<file path="src/rtl/l2_line_responder.sv">
// L2-side line responder: turns held-level 256-bit line requests into 4-beat 64-bit memory bursts.
// Optional per-beat memory timeout with error response is enabled by defining L2_MEM_TIMEOUT_EN.
`timescale 1ns/1ps
module l2_line_responder #(
   parameter int unsigned BEATS          = 4,
   parameter int unsigned BEAT_W         = 64,
   parameter int unsigned LINE_W         = 256,
   parameter int unsigned TIMEOUT_CYCLES = 255
) (
   input  logic              clk,
   input  logic              rst_n,
   input  logic              line_read,
   input  logic              line_write,
   input  logic [31:0]       line_addr,
   input  logic [LINE_W-1:0] line_wdata,
   output logic              line_resp,
   output logic [LINE_W-1:0] line_rdata,
   output logic              line_err,
   output logic              mem_read,
   output logic              mem_write,
   output logic [31:0]       mem_addr,
   output logic [BEAT_W-1:0] mem_wdata,
   input  logic [BEAT_W-1:0] mem_rdata,
   input  logic              mem_resp
);

   localparam int unsigned CNT_W = (BEATS > 1) ? $clog2(BEATS) : 1;
   localparam logic [CNT_W-1:0] LAST_BEAT = CNT_W'(BEATS - 1);

   if (LINE_W != BEATS * BEAT_W || TIMEOUT_CYCLES == 0) begin : g_bad_cfg
      $error("l2_line_responder: inconsistent parameters");
   end

   typedef enum logic [1:0] {IDLE, RD_BURST, WR_BURST, DONE} state_t;

   state_t            state, state_nxt;
   logic [CNT_W-1:0]  cnt;
   logic [31:0]       addr_q;
   logic [LINE_W-1:0] wdata_q;
   logic [LINE_W-1:0] rdata_q;
   logic              accept, in_burst, beat, last_beat, abort;
   logic              unused_addr_bits;

   assign unused_addr_bits = ^line_addr[4:0];
   assign accept    = (state == IDLE) && (line_read || line_write);
   assign in_burst  = (state == RD_BURST) || (state == WR_BURST);
   assign beat      = in_burst && mem_resp;
   assign last_beat = beat && (cnt == LAST_BEAT);

`ifdef L2_MEM_TIMEOUT_EN
   localparam int unsigned WAIT_W =
      ($clog2(TIMEOUT_CYCLES + 1) > 8) ? $clog2(TIMEOUT_CYCLES + 1) : 8;

   logic [WAIT_W-1:0] wait_q;
   logic              err_q;

   // Abort fires on the edge where the silent-cycle count reaches TIMEOUT_CYCLES
   assign abort = in_burst && !mem_resp && (wait_q == WAIT_W'(TIMEOUT_CYCLES - 1));

   always_ff @(posedge clk or negedge rst_n) begin
      if (!rst_n) begin
         wait_q <= '0;
         err_q  <= 1'b0;
      end else begin
         if (accept || beat)
            wait_q <= '0;
         else if (in_burst)
            wait_q <= wait_q + WAIT_W'(1);
         if (accept)
            err_q <= 1'b0;
         else if (abort)
            err_q <= 1'b1;
      end
   end

   assign line_err = err_q;
`else
   assign abort    = 1'b0;
   assign line_err = 1'b0;
`endif

   always_ff @(posedge clk or negedge rst_n) begin
      if (!rst_n)
         state <= IDLE;
      else
         state <= state_nxt;
   end

   // Read wins when both requests are raised together
   always_comb begin
      state_nxt = state;
      case (state)
         IDLE: begin
            if (line_read)
               state_nxt = RD_BURST;
            else if (line_write)
               state_nxt = WR_BURST;
         end
         RD_BURST, WR_BURST: begin
            if (last_beat || abort)
               state_nxt = DONE;
         end
         DONE:    state_nxt = IDLE;
         default: state_nxt = IDLE;
      endcase
   end

   always_comb begin
      line_resp = 1'b0;
      mem_read  = 1'b0;
      mem_write = 1'b0;
      mem_wdata = '0;
      case (state)
         RD_BURST: mem_read = 1'b1;
         WR_BURST: begin
            mem_write = 1'b1;
            mem_wdata = wdata_q[32'(cnt) * BEAT_W +: BEAT_W];
         end
         DONE:    line_resp = 1'b1;
         default: ;
      endcase
   end

   // Latched request copies, beat counter and assembled read line
   always_ff @(posedge clk or negedge rst_n) begin
      if (!rst_n) begin
         cnt     <= '0;
         addr_q  <= '0;
         wdata_q <= '0;
         rdata_q <= '0;
      end else begin
         if (accept) begin
            cnt    <= '0;
            addr_q <= {line_addr[31:5], 5'b0};
            if (!line_read)
               wdata_q <= line_wdata;
         end else if (beat) begin
            cnt <= cnt + CNT_W'(1);
         end
         if ((state == RD_BURST) && mem_resp)
            rdata_q[32'(cnt) * BEAT_W +: BEAT_W] <= mem_rdata;
      end
   end

   assign mem_addr   = addr_q;
   assign line_rdata = rdata_q;

endmodule

</file>
<file path="config.mk">
export PLATFORM = sky130hd
export DESIGN_NAME = l2_line_responder
export DESIGN_NICKNAME = d
export VERILOG_FILES = /design/src/rtl/l2_line_responder.sv
export SDC_FILE = /design/constraint.sdc
export NUM_CORES = 1
export LEC_CHECK = 0
export CORE_AREA = 2 2 277 279
export CTS_BUF_LIST = sky130_fd_sc_hd__clkbuf_8
export DETAILED_ROUTE_END_ITERATION = 6
export DIE_AREA = 0 0 279 281
export PLACE_DENSITY = 0.65
export SLEW_MARGIN = 20
export SYNTH_ARGS = -nofsm -noshare
export SYNTH_HDL_FRONTEND = slang
export SYNTH_SLANG_ARGS = --single-unit
</file>
<file path="constraint.sdc">
create_clock -name clk -period 3.2 [get_ports clk]
set_input_delay 0.64 -clock clk [delete_from_list [all_inputs] [get_ports clk]]
set_output_delay 0.64 -clock clk [all_outputs]
set_load 0.05 [all_outputs]
</file>
==> run summary, run 1 <==
Worst EP required -> 2560 ps
mux contribution to synthesized area -> 20.8%
fill count -> 6859
chip height -> 281 um
period utilization -> 95.8%
Final Hold Vio Count -> 0
post-synthesis sequential area ratio -> 60.7%
Max-cap violations -> 0
DRT Pass-1 Iters -> 5
# setup viols final -> 0
RD Place Congestion -> 0.827
die area -> 78400 sq um
initial DRC count -> 746
share of layout cells above drive strength 1 -> 25.4%
xor/xnor cell area share of the yosys netlist -> 0.0391%
crit path cell chain -> buf_12, mux4_2, and2_1, dlygate4sd2_1
status -> complete, no violations
Clk Tree Root Cell -> clkbuf_8
Clk pwr share -> 21.1%
Least-Margin Pin Slew -> 660 ps
Switching Fraction -> 39.0%
cts bufs inserted -> 96
TNS Setup -> 0 ps
relative slew slack -> 56.0%
top fanout value on the critical path -> 6
worst flop-to-flop path startpoint -> cnt[0]
Crit-path slowest cell -> dfrtp_4
CTS Buffer Depth -> 3
All-Layer GR Usage -> 18.4%
Cell Area, Placed -> 30400 sq um
Worst path max stage delay -> 530 ps
core area -> 75400 sq um
PwrDens -> 945 nW/um^2
multi-input logic area -> 8150 sq um
Yosys top cell area share -> 60.7%
H-tree levels -> 3
fin nets -> 2690
Syn Inst Count -> 1595
placed wire-length estimate -> 51400 um
area leader, netlist -> dfrtp_1
sequential power share -> 34.9%
Vias/cell -> 4.78
ANT nets after route -> 0
I/O pin cnt -> 713
Reg area -> 13600 sq um
clock slew at reported path FFs -> 60 ps
vias in the first global route -> 17600
first-pass GRT wire length -> 109000 um
setup slack after layout -> 135 ps
pre-CTS setup slack -> 426 ps
Sw Pwr -> 0.0120 W
die width -> 279 um
post-layout min period -> 3070 ps
largest net degree at the start of global routing -> 103
syn avg cell area -> 14.0 sq um
Hold Crit Class -> flop to flop
fin. max-slew vios -> 0
Pint -> 0.0188 W
Seq cells post-synth -> 543
Initial Util -> 29.7%
Cell Rows -> 101
worst skew pair latency -> 680 ps
endpoint type of the worst setup path -> primary output
drt wl/cell -> 21.5 um
Compound-Gate Fraction of Synth Area -> 8.29%
Final Skew -> 39.4 ps
Design Area, Final -> 32500 sq um
IO buf count -> 701
via total after detailed routing -> 16200
most frequent cells in the layout -> clkdlybuf4s50_1, dfrtp_1, mux2_2
Max VDD drop -> 0.000658 V
combinational share of power -> 44.0%
simple-gate portion of the synthesized area -> 6.30%
hold path start -> line_rdata[112]
antenna violations before repair -> 12
CTS tree -> built
Area Overhead vs Synth -> 45.3%
worst path arrival time -> 2430 ps
Netlist Area Pre-Place -> 22400 sq um
Syn. warnings -> 0
unrepaired setup endpoints after global routing -> no
fmax -> 0.326 GHz
crit path from -> cnt[0]
main area contributors after synthesis -> dfrtp_1, mux2_2, mux4_2
adder-cell share of the synthesized area -> 0.503%
most common cell after layout, fill and taps aside -> clkdlybuf4s50_1
largest family of logic cells by synthesized area -> multiplexers
Sink Count -> 543
grt ovf -> 0
crit start category -> flop
P_leak -> 14.0 nW
final wirelength -> 73000 um
kind of critical path -> flop to primary output
DRC errors left -> 0
post-synth cell types -> 32
-- registers in the layout (all words and copies together) (netlist names) --
register and cells:
state 2, cnt 2, line_rdata 256, mem_addr 27, wdata_q 256
-- routing by layer --
layer | up-vias | GRT usage (%) | wire length, um
met1 | 8161 | 19.9 | 26900
met2 | 680 | 32.5 | 37200
met3 | 165 | 6.58 | 6360
met5 | - | 0 | 75
met4 | 12 | 7.49 | 2450
li1 | 7173 | - | -
-- cell families after synthesis --
logic type / after synthesis
XOR/XNOR: 1
multiplexers: 350
buffers and inverters: 128
other: 1
AO/OA/AOI/OAI: 260
flip-flops: 543
AND/OR/NAND/NOR: 303
adder cells (fa/ha/maj): 9
-- worst max-delay path, delay by kind of cell (launching register included) --
kind                   cells  cell delay [ps]
multiplexers               1              490
buffers and inverters      2              580
AND/OR/NAND/NOR            1              170
flip-flops                 1              530
-- stage by stage --
stage	utilization, %	hold slack (ps)	total power [W]	cells
after floorplan	-	344	0.0197	1600
after global placement	40.3	464	0.0240	3197
after detailed placement	40.3	469	0.0244	3197
after CTS	43.1	446	0.0312	3381
after global routing	43.1	484	0.0323	3386
final	43.1	477	0.0308	3387
-- power by group through the flow --
stage	clock network (W)	registers, W	logic [W]
2_1_floorplan	0	0.0131	0.00655
3_3_place_gp	0	0.0107	0.0133
3_5_place_dp	0	0.0109	0.0135
4_1_cts	0.00675	0.0107	0.0137
5_1_grt	0.00707	0.0110	0.0142
6_report	0.00650	0.0107	0.0135
-- final timing paths --
| kind | endpoint | slack (ps) | cells past startpoint |
|---|---|---|---|
| worst max-delay path | mem_wdata[22] | 130 | 4 |
| worst min-delay path | line_rdata[112] | 480 | 2 |
| worst max register to register | line_rdata[191] | 690 | 7 |
| worst min register to register | line_rdata[112] | 480 | 2 |
| max in group asynchronous | cnt[0] | 1600 | 3 |
| min in group asynchronous | wdata_q[121] | 500 | 2 |
-- layout make-up --
class	count	share of cell area, %
antenna	6	0.0461
clock buffer	119	5.03
clock inverter	58	1.07
inverter	4	0.0461
multi-input combinational	929	25.0
sequential	543	41.8
tap	978	3.76
timing repair buffer	750	23.2
-- synth_stat cells --
library cell	instances
dfrtp_1	543
mux2_2	283
nand2_1	222
a22o_1	147
and2_1	65
mux4_2	64
o21ai_1	60
o21ai_0	51
buf_2	41
clkbuf_1	39
buf_6	22
buf_4	17
ha_1	9
buf_1	5
inv_1	4
nand3_1	4
mux2i_1	3
nor3_4	2
a21boi_0	1
a22oi_1	1
and4bb_2	1
conb_1	1
nand2b_1	1
nand3_2	1
nand3_4	1
nand3b_1	1
nand4_1	1
nor2_1	1
nor4_4	1
nor4b_4	1
nor4bb_1	1
xnor2_1	1
-- repair_timing --
item                       4_1_cts  5_1_grt
buffers inserted                 6        0
setup endpoints to repair       65        0
hold buffers                     1        0
hold endpoints to repair        49        0
gates resized for setup         18        0
Power figures use the tool's default switching activity.
==> run 2: changes to the inputs <==
GPL_TIMING_DRIVEN = 0   (was default)
==> run 2 against run 1 <==
  * Register-to-register slack got worse by 520 ps
  * Flip-flop and latch count stayed put
  * Fmax is 0.76% lower
  * Cell count grew 2.4%
  * Clock power increased by 4.3%
  * Core utilization grew 0.43 points
  * Global-route usage increased by 2.7 points
  * Via count up 5.0%
  * Count of clock-buffer cells in the layout shrank 1
  * Critical endpoint is now mem_wdata[2]
  * Highest routed layer unchanged
==> run summary, run 2 (synthesis results as in run 1) <==
status -> complete, no violations
post-layout min period -> 3090 ps
Vias/cell -> 4.90
initial DRC count -> 902
vias in the first global route -> 18500
Sw Pwr -> 0.0124 W
Hold Crit Class -> primary input to flop
RD Place Congestion -> 0.876
Design Area, Final -> 32900 sq um
R2R depth -> 8
relative slew slack -> 38.9%
Initial Util -> 29.7%
CTS tree -> built
die width -> 279 um
core area -> 75400 sq um
cts bufs inserted -> 97
endpoint type of the worst setup path -> primary output
drt wl/cell -> 24.0 um
Placed Cells -> 3286
All-Layer GR Usage -> 21.0%
Final Skew -> 35.3 ps
Cell Rows -> 101
grt ovf -> 0
Max-cap violations -> 0
Cell Area, Placed -> 30800 sq um
IO buf count -> 700
Clk pwr share -> 21.6%
share of layout cells above drive strength 1 -> 27.2%
Worst EP required -> 2560 ps
Least-Margin Pin Slew -> 916 ps
most frequent cells in the layout -> clkdlybuf4s50_1, dfrtp_1, mux2_2
via total after detailed routing -> 17000
placed wire-length estimate -> 62500 um
combinational share of power -> 44.3%
Non-Filler Instances -> 3468
crit start category -> flop
ANT nets after route -> 0
# setup viols final -> 0
PwrDens -> 955 nW/um^2
most common cell after layout, fill and taps aside -> clkdlybuf4s50_1
period utilization -> 96.5%
antenna violations before repair -> 14
I/O pin cnt -> 713
final hold slack -> 333 ps
chip height -> 281 um
Final Hold Vio Count -> 0
largest net degree at the start of global routing -> 97
worst path arrival time -> 2450 ps
final wirelength -> 83300 um
DRC errors left -> 0
clock slew at reported path FFs -> 50 ps
Max VDD drop -> 0.000776 V
top fanout value on the critical path -> 8
sequential power share -> 34.1%
kind of critical path -> flop to primary output
Switching Fraction -> 39.5%
CTS Buffer Depth -> 3
WHS Path Cells -> 3
Tot Pwr -> 0.0314 W
Clk Tree Root Cell -> clkbuf_8
Area Overhead vs Synth -> 46.7%
unrepaired setup endpoints after global routing -> yes
worst skew pair latency -> 680 ps
fmax -> 0.324 GHz
P_leak -> 14.2 nW
H-tree levels -> 3
DRT Pass-1 Iters -> 5
die area -> 78400 sq um
Pint -> 0.0190 W
fin nets -> 2783
fin. max-slew vios -> 0
first-pass GRT wire length -> 122000 um
Sink Count -> 543
run 2: stage by stage:
step | setup slack (ps) | setup TNS [ps] | utilization [%]
after floorplan | 677 | 0 | -
after global placement | -22230 | - | 40.6
after detailed placement | -950 | -159590 | 40.9
after CTS | -56.1 | -950 | 43.8
after global routing | -3.84 | -6.36 | 43.6
final | 111 | 0 | 43.6
run 2: power by group through the flow:
stage / Clock (W) / Sequential (W) / Combinational (W)
final: 0.00678 / 0.0107 / 0.0139
after global routing: 0.00729 / 0.0110 / 0.0147
after CTS: 0.00698 / 0.0107 / 0.0142
after detailed placement: 0 / 0.0108 / 0.0140
after global placement: 0 / 0.0107 / 0.0137
after floorplan: 0 / 0.0131 / 0.00655
run 2: critical path, cell delays in order (launching register included):
cell and delay, ps:
dfrtp_1 380, buf_12 190, buf_16 170, buf_4 130
mux4_2 500, and2_1 180, buf_2 210
run 2: final cells by class:
class                   instances  area (sq um)
diodes                          4          10.0
plain buffers                 124           873
repair buffers                718          7070
well taps                     978          1220
clock inverters                50           382
flip-flops and latches        543         13600
multi-input cells             929          8080
fillers                      6876         42600
clock buffers                 118          1620
inverters                       4          15.0
run 2: repair_timing:
action	in CTS	in global routing
gates resized for setup	300	94
hold buffers	1	0
gates cloned	2	0
pin swaps	0	1
setup endpoints to repair	321	57
buffers inserted	3	4
hold endpoints to repair	27	0
run 2: path summary, 6_finish.rpt:
check / startpoint / endpoint / slack (ps)
hold / removal: mem_resp / cnt[1] / 330
max in group asynchronous: rst_n / line_rdata[144] / 1110
hold reg to reg: line_rdata[75] / line_rdata[75] / 480
setup / recovery: cnt[0] / mem_wdata[2] / 110
setup reg to reg: cnt[1] / line_rdata[241] / 170
min in group asynchronous: rst_n / mem_addr[18] / 420
run 2: per-layer routing:
layer / part of all wire, % / vias to the layer above / GRT usage, %
met5: 0.14 / - / 0
met4: 3.8 / 16 / 8.15
met3: 8.5 / 187 / 7.29
met2: 51 / 755 / 37.2
met1: 37 / 8681 / 23.1
li1: - / 7362 / -
==> run 3: changes to the inputs <==
CORE_AREA = 2 2 276 278   (was 2 2 277 279)
DIE_AREA = 0 0 278 280   (was 0 0 279 281)
PLACE_DENSITY = 0.68   (was 0.65)
SLEW_MARGIN = 30   (was 20)
clock period = 2.8 ns   (was 3.2 ns; I/O delays follow)
==> run 3 against run 2 <==
  * The run now ends with setup timing left
  * Flip-flop and latch count unchanged
  * Count of clock-buffer cells in the layout rose by 5
  * Clock skew grew 2.6 ps
  * Cell count up 0.52%
  * Via count down 0.29%
  * Design area is 2.7% higher
  * Setup slack worse by 290 ps
  * Wire length fell by 1.2%
  * Sequential power up 15%
  * Critical endpoint is now mem_wdata[55]
==> run summary, run 3 (synthesis results as in run 1) <==
most common cell after layout, fill and taps aside -> clkdlybuf4s50_1
Worst EP required -> 2240 ps
setup slack after layout -> -174 ps
placed wire-length estimate -> 61400 um
violated checks -> setup timing
die width -> 278 um
H-tree levels -> 3
chip height -> 280 um
first-pass GRT wire length -> 120000 um
grt ovf -> 0
I/O pin cnt -> 713
PwrDens -> 1100 nW/um^2
vias in the first global route -> 18500
met1 Usage GRT -> 24.1%
All-Layer GR Usage -> 20.7%
antenna violations before repair -> 11
# setup viols final -> 64
via total after detailed routing -> 17000
top fanout value on the critical path -> 6
period utilization -> 106%
Least-Margin Pin Slew -> 812 ps
worst skew pair latency -> 690 ps
largest net degree at the start of global routing -> 91
Cell Rows -> 101
Area Overhead vs Synth -> 50.7%
endpoint type of the worst setup path -> primary output
most frequent cells in the layout -> clkdlybuf4s50_1, dfrtp_1, mux2_2
die area -> 77800 sq um
CTS tree -> built
ANT nets after route -> 0
Vias/cell -> 4.86
DRT Pass-1 Iters -> 5
grt met2 use -> 36.1%
drt wl/cell -> 23.6 um
final wirelength -> 82300 um
Clk Tree Root Cell -> clkbuf_8
fin nets -> 2799
relative slew slack -> 45.9%
Hold Crit Class -> primary input to flop
initial DRC count -> 826
status -> complete, but fails checks
clock slew at reported path FFs -> 70 ps
share of layout cells above drive strength 1 -> 29.6%
unrepaired setup endpoints after global routing -> yes
Max VDD drop -> 0.000755 V
Initial Util -> 29.8%
Design Area, Final -> 33800 sq um
crit start category -> flop
kind of critical path -> flop to primary output
cts bufs inserted -> 94
Final Skew -> 38.0 ps
P_leak -> 14.5 nW
Sink Count -> 543
GR peak layer -> met2
fin. max-slew vios -> 0
Final Hold Vio Count -> 0
Max-cap violations -> 0
post-layout min period -> 2970 ps
fmax -> 0.336 GHz
CTS Buffer Depth -> 3
worst path arrival time -> 2410 ps
Cell Area, Placed -> 30900 sq um
IO buf count -> 700
RD Place Congestion -> 0.886
core area -> 75200 sq um
DRC errors left -> 0
met3 GRT Util -> 5.85%
final hold slack -> 253 ps
## run 3: power by group
part	internal (W)	total, W	switching (W)
Sequential	0.0107	0.0123	0.00160
Clock	0.00422	0.00764	0.00341
Combinational	0.00792	0.0173	0.00939
## run 3: layout make-up
type / instances / area (sq um)
Fill cell: 6769 / 41400
Sequential cell: 543 / 13600
Multi-Input combinational cell: 929 / 8200
Timing Repair Buffer: 739 / 7790
Clock buffer: 123 / 1690
Tap cell: 978 / 1220
Buffer: 122 / 923
Clock inverter: 45 / 313
Inverter: 4 / 15.0
Antenna cell: 3 / 7.51
## run 3: worst paths after layout
check | startpoint | endpoint | slack (ps) | cells past startpoint
max reg2reg | cnt[0] | line_rdata[104] | 200 | 12
min | mem_resp | cnt[1] | 250 | 3
max in group asynchronous | rst_n | line_rdata[220] | 650 | 6
min in group asynchronous | rst_n | mem_addr[20] | 330 | 2
min reg2reg | line_rdata[119] | line_rdata[119] | 480 | 2
max | cnt[0] | mem_wdata[55] | -170 | 6
## run 3: per-stage QoR
| stage | util [%] | setup slack (ps) | std cells | power (W) | TNS, ps |
|---|---|---|---|---|---|
| 3_3_place_gp | 40.8 | -22440 | 3278 | 0.0279 | - |
| 3_5_place_dp | 41.1 | -1240 | 3287 | 0.0283 | -283180 |
| 6_report | 44.9 | -174 | 3486 | 0.0372 | -4760 |
| 4_1_cts | 44.6 | -341 | 3482 | 0.0372 | -15050 |
| 2_1_floorplan | - | 357 | 1600 | 0.0225 | 0 |
| 5_1_grt | 44.9 | -264 | 3486 | 0.0389 | -11260 |
## run 3: per-layer routing
metal	vias up	part of all wire (%)
met5	-	0.097
li1	7385	-
met4	12	3.5
met2	753	50
met1	8633	38
met3	169	7.8
## run 3: timing repair
action	4_1_cts	5_1_grt
resized for setup	532	76
endpoints found under the hold margin	33	0
cloned	7	1
buffers inserted	19	6
pin swaps	6	19
hold buffers	1	0
endpoints found under the setup margin	323	77
## run 3: worst max-delay path, stage by stage (launching register included)
cell,delay (ps)
dfrtp_2,400
buf_12,150
buf_16,140
buf_16,150
mux4_2,560
and2_4,170
buf_8,140
